### src/rtl/flt2int_pipe.sv
// ---------------------------------------------------------------------------
// flt2int_pipe
//   Two-stage pipelined float-to-integer converter.
//   Input operand:  value = (-1)^sign * 0.mant * 2^exp
//   Output result:  sign-magnitude integer {sign, magnitude[IW-2:0]} with
//                   overflow/underflow flags and sticky status flags.
//   Valid/ready handshakes on both sides; a slow consumer stalls the pipe
//   without bubbles or data loss.
//
// Parameters
//   EW  exponent width (unsigned, no bias)
//   MW  mantissa width, MSB weight 0.5 (MW >= 1)
//   IW  output width, bit IW-1 is the sign (IW >= 2)
//
// Build option
//   FLT2INT_ROUND_EN  defined: round-half-to-even on the dropped fraction.
//                     undefined: truncation toward zero (default).
//
// Ports
//   clk         rising-edge clock
//   reset_n     asynchronous active-low reset
//   in_valid    in_a holds a valid operand
//   in_ready    operand accepted this cycle
//   in_a        {sign, exp[EW-1:0], mant[MW-1:0]}
//   out_valid   out_* holds a valid result
//   out_ready   consumer accepts the result this cycle
//   out_r       {sign, magnitude[IW-2:0]}
//   out_of      result saturated (value too large)
//   out_uf      |value| < 1 (exp == 0)
//   sticky_of   set by any transferred result with out_of = 1
//   sticky_uf   set by any transferred result with out_uf = 1
//   clr_sticky  synchronous clear of both sticky flags (wins over a set)
// ---------------------------------------------------------------------------
module flt2int_pipe #(
  parameter int EW = 4,
  parameter int MW = 8,
  parameter int IW = 8
) (
  input  logic             clk,
  input  logic             reset_n,
  input  logic             in_valid,
  output logic             in_ready,
  input  logic [EW+MW:0]   in_a,
  output logic             out_valid,
  input  logic             out_ready,
  output logic [IW-1:0]    out_r,
  output logic             out_of,
  output logic             out_uf,
  output logic             sticky_of,
  output logic             sticky_uf,
  input  logic             clr_sticky
);

  localparam int SW = $clog2(IW);
  localparam int PW = MW + IW - 1;

`ifdef FLT2INT_ROUND_EN
  localparam logic [MW-1:0] HALF = MW'(1) << (MW - 1);

  // Adds the half-to-even increment; the MSB of the result is the carry
  // out of the magnitude field.
  function automatic logic [IW-1:0] round_hte(input logic [IW-2:0] ip,
                                              input logic [MW-1:0] fr);
    logic up;
    up = (fr > HALF) || ((fr == HALF) && ip[0]);
    return {1'b0, ip} + IW'(up);
  endfunction
`endif

  function automatic logic [IW-2:0] sat_mag(input logic ovf,
                                            input logic [IW-2:0] m);
    return ovf ? '1 : m;
  endfunction

  // Handshake control
  logic vld_p1;
  logic s2_load;

  assign s2_load  = !out_valid || out_ready;
  assign in_ready = !vld_p1 || s2_load;

  // Operand decode and range classification
  logic          sign_in;
  logic [EW-1:0] exp_in;
  logic [MW-1:0] mant_in;
  logic [31:0]   exp_w;
  logic          uf_in;
  logic          of_in;
  logic [SW-1:0] sh_in;

  assign sign_in = in_a[EW+MW];
  assign exp_in  = in_a[EW+MW-1:MW];
  assign mant_in = in_a[MW-1:0];
  assign exp_w   = 32'(exp_in);
  assign uf_in   = (exp_w == 32'd0);
  assign of_in   = (exp_w >= 32'(IW));
  // In-range exponents are at most IW-1, so they fit SW bits unchanged.
  assign sh_in   = of_in ? '0 : SW'(exp_in);

  // ---- Stage 1: captured operand, shift amount and range class ----
  logic          sign_p1;
  logic          uf_p1;
  logic          of_p1;
  logic [MW-1:0] mant_p1;
  logic [SW-1:0] sh_p1;

  always_ff @(posedge clk or negedge reset_n) begin
    if (!reset_n) begin
      vld_p1 <= 1'b0;
    end else if (in_ready) begin
      vld_p1 <= in_valid;
    end
  end

  always_ff @(posedge clk) begin
    if (in_ready && in_valid) begin
      sign_p1 <= sign_in;
      uf_p1   <= uf_in;
      of_p1   <= of_in;
      mant_p1 <= mant_in;
      sh_p1   <= sh_in;
    end
  end

  // 0.mant * 2^e as a fixed-point value with MW fraction bits: the integer
  // part sits above bit MW-1, the dropped fraction below it.
  logic [PW-1:0]   prod_c;
  logic [IW-2:0]   ip_c;
  logic [IW-2:0]   mag_c;
  logic            of_c;

  assign prod_c = PW'(mant_p1) << sh_p1;
  assign ip_c   = prod_c[PW-1:MW];

`ifdef FLT2INT_ROUND_EN
  logic [IW-1:0] rnd_c;

  assign rnd_c = round_hte(ip_c, prod_c[MW-1:0]);
  assign of_c  = of_p1 | rnd_c[IW-1];
  assign mag_c = sat_mag(of_c, rnd_c[IW-2:0]);
`else
  logic unused_frac;

  assign unused_frac = ^prod_c[MW-1:0];
  assign of_c        = of_p1;
  assign mag_c       = sat_mag(of_c, ip_c);
`endif

  // ---- Stage 2: shifted, rounded and saturated result ----
  always_ff @(posedge clk or negedge reset_n) begin
    if (!reset_n) begin
      out_valid <= 1'b0;
      out_r     <= '0;
      out_of    <= 1'b0;
      out_uf    <= 1'b0;
    end else if (s2_load) begin
      out_valid <= vld_p1;
      if (vld_p1) begin
        out_r  <= {sign_p1, mag_c};
        out_of <= of_c;
        out_uf <= uf_p1;
      end
    end
  end

  // Sticky status, updated only on an output transfer
  always_ff @(posedge clk or negedge reset_n) begin
    if (!reset_n) begin
      sticky_of <= 1'b0;
      sticky_uf <= 1'b0;
    end else if (clr_sticky) begin
      sticky_of <= 1'b0;
      sticky_uf <= 1'b0;
    end else if (out_valid && out_ready) begin
      sticky_of <= sticky_of | out_of;
      sticky_uf <= sticky_uf | out_uf;
    end
  end

endmodule

### config.mk
export PLATFORM = sky130hd
export DESIGN_NAME = flt2int_pipe
export DESIGN_NICKNAME = d
export VERILOG_FILES = /design/src/rtl/flt2int_pipe.sv
export SDC_FILE = /design/constraint.sdc
export NUM_CORES = 1
export LEC_CHECK = 0
export CORE_UTILIZATION = 50
export CTS_BUF_LIST = sky130_fd_sc_hd__clkbuf_16
export DETAILED_ROUTE_END_ITERATION = 16
export DONT_BUFFER_PORTS = 1
export PLACE_DENSITY_LB_ADDON = 0.25
export SLEW_MARGIN = 5
export SYNTH_ARGS = -nofsm -noshare
export SYNTH_HDL_FRONTEND = slang
export SYNTH_SLANG_ARGS = --single-unit
### constraint.sdc
create_clock -name clk -period 1.4 [get_ports clk]
set_input_delay 0.07 -clock clk [delete_from_list [all_inputs] [get_ports clk]]
set_output_delay 0.07 -clock clk [all_outputs]
set_load 0.05 [all_outputs]
==> results.toml <==
[clocking]
clk-insertion-delay-late_ps = 260
cts_buffer_depth = 2
cts_tree = "built"
clock-sinks = 27
numCtsBuffers = 3
cts.clk_slew.worst_paths_ps = 60
htree_levels = 1
cts_root_buf = "clkbuf_16"

[outcome]
status = "finished, final reports clean"

[run]
drv_cap = 0

[critical_path]
cp.arrival_ps = 1510
end_kind = "flop"
required_ps = 1540
start_kind = "flop"
rr_startpoint = "sh_p1[1]"
path_buf_inv = 1
crit_start = "sh_p1[1]"
max_stage_delay_ps = 480
path_cells = "buf_4, and4b_2, a2111oi_4, nor2_1"
critPathKind = "reg -> reg"
path_delay_family = "flip-flops"
critical_path_peak_fanout = 5
r2r_slack_ps = 20
cp_slowest_cell = "edfxtp_1"

[synthesis]
synth-warning-count = 0
synth_edf_count = 13
synth.top_cell.area_share = 0.339
synthArstFlopShare = 0.519
synth_area_leaders = "edfxtp_1, dfrtp_1, mux2i_1"
netlist-cell-type-count = 22
yosysMostFrequentCell = "nand2_1"
yosys.area.top_type = "edfxtp_1"
synth-main-ff-cell = "dfrtp_1"
syn_area_sq_um = 1150
yosysSeqAreaShare = 0.644
syn_inst = 95
syn_area_per_cell_sq_um = 12.1
synth_seq_cells = 27
ys_top_cells_by_count = "nand2_1, dfrtp_1, edfxtp_1"
syn_nets = 113

[pwr]
power_w = 0.00211
p_leak_nw = 0.648
ir_drop_mv = 1.01
powerDensity_nw_per_um2 = 1350

[layout]
largest_reg_flops = 8
diodes = 0
area_growth_syn_to_layout_pct = 36.3
nets = 148
drive_above_1_share = 0.233
num-fill-cells = 139
reg_top3 = "out_r (8), mant_p1 (7), sh_p1 (3)"
regMostFlops = "out_r"
stdcell_area_sq_um = 1570

[global_routing]
grt_pass1_vias = 774
antenna_found_initial = 0
grt_pass1_wl_microns = 3280
grt_max_degree = 15
grt.total_usage = 0.176
grt-ovfl-total = 0

[timing]
hold_viol = 0
finalCriticalPeriod_ps = 1380
skew_ps = 4.64
fin_crit_sh = 0.985
fmax_ghz = 0.725
tns_ps = 0
tightest_slew_ps = 602
finalSetupViolations = 0
slew_viol_final = 0
hold_ws_ps = 3.61
max_slew_margin = 0.597
rsz0062_at_grt = "true"

[routing]
dr_total_vias = 810
route.detailed.drc = 0
drt_iter0_markers = 14
wire_per_inst_microns = 13.0
post_drt_via_cell_ratio = 5.19
drt-total-wl_microns = 2020
firstDrtPassIters = 3
drtAntennaViolNets = 0

[floorplanning]
io_pins = 32
die-area_sq_um = 2500
die_w_microns = 50.0
fp.dieH_microns = 50.0
core_sq_um = 2060
start_util = 0.558
row_count = 16

[hold_path]
hold_path.class = "in -> reg"
min_from = "in_a[11]"

[place]
dp_hpwl_microns = 1310
place_area_sq_um = 1290
gp_congestion = 0.728
port_buffers = 0
==> path summary, 6_finish.rpt <==
check,to,depth (start not counted)
worst max-delay path,out_r[2],4
worst min-delay path,sh_p1[2],1
worst max register to register,out_r[2],4
worst min register to register,out_uf,2
max in group asynchronous,out_valid,1
min in group asynchronous,sticky_uf,1
==> per-stage QoR <==
step	setup WS [ps]	util	std cells
after floorplan	-240	-	95
after global placement	27.3	0.628	135
after detailed placement	-5.72	0.628	135
after CTS	7.42	0.748	156
after global routing	-76.0	0.760	156
final	20.8	0.760	156
==> power by group <==
part	total (W)	switching (W)	internal, W
sequential	0.00101	0.0000893	0.000921
clock	0.000620	0.000238	0.000381
combinational	0.000481	0.000303	0.000178
total	0.00211	0.000630	0.00148
==> logic make-up after synthesis <==
kind of cell           synth area share
AND/OR/NAND/NOR                   0.174
flip-flops                        0.644
AO/OA/AOI/OAI                    0.0772
multiplexers                     0.0805
buffers and inverters            0.0239
==> placed cells by master (no fill, tap or decap) <==
cell type / instances
buf_4: 18
a21oi_1: 3
dlygate4sd3_1: 16
and4b_2: 1
nand3_1: 2
mux2_2: 2
mux2i_1: 6
nand2b_1: 4
nor2b_1: 3
nor2_1: 9
dfrtp_2: 1
and2_1: 1
and2_4: 1
a2111oi_4: 1
o211ai_1: 2
a31oi_1: 4
nand3b_1: 3
a41oi_1: 1
mux2i_2: 1
nand2_1: 16
nor4_2: 1
dfrtp_1: 13
o21ai_0: 2
edfxtp_1: 13
inv_1: 1
clkbuf_16: 3
buf_6: 1
==> cell type report <==
cell class / instances / area (sq um) / area share
well taps: 27 / 33.8 / 0.0215
clock buffers: 3 / 75.1 / 0.0479
flip-flops and latches: 27 / 742 / 0.473
clock inverters: 1 / 3.75 / 0.00239
repair buffers: 35 / 307 / 0.196
multi-input cells: 63 / 407 / 0.259
==> what timing repair did <==
action                                  4_1_cts  5_1_grt
pin swaps                                     0        2
buffers inserted                              1        0
gates resized for setup                       0        4
hold endpoints to repair                     28        0
hold buffers                                 16        0
endpoints found under the setup margin        1        5
==> layer usage <==
metal / global-route usage / wire length, microns
met1: 0.220 / 896
met2: 0.315 / 1060
met3: 0.0278 / 66
met4: 0.0429 / 0
met5: 0 / 0
No activity file was read; power rests on OpenSTA's default activity.
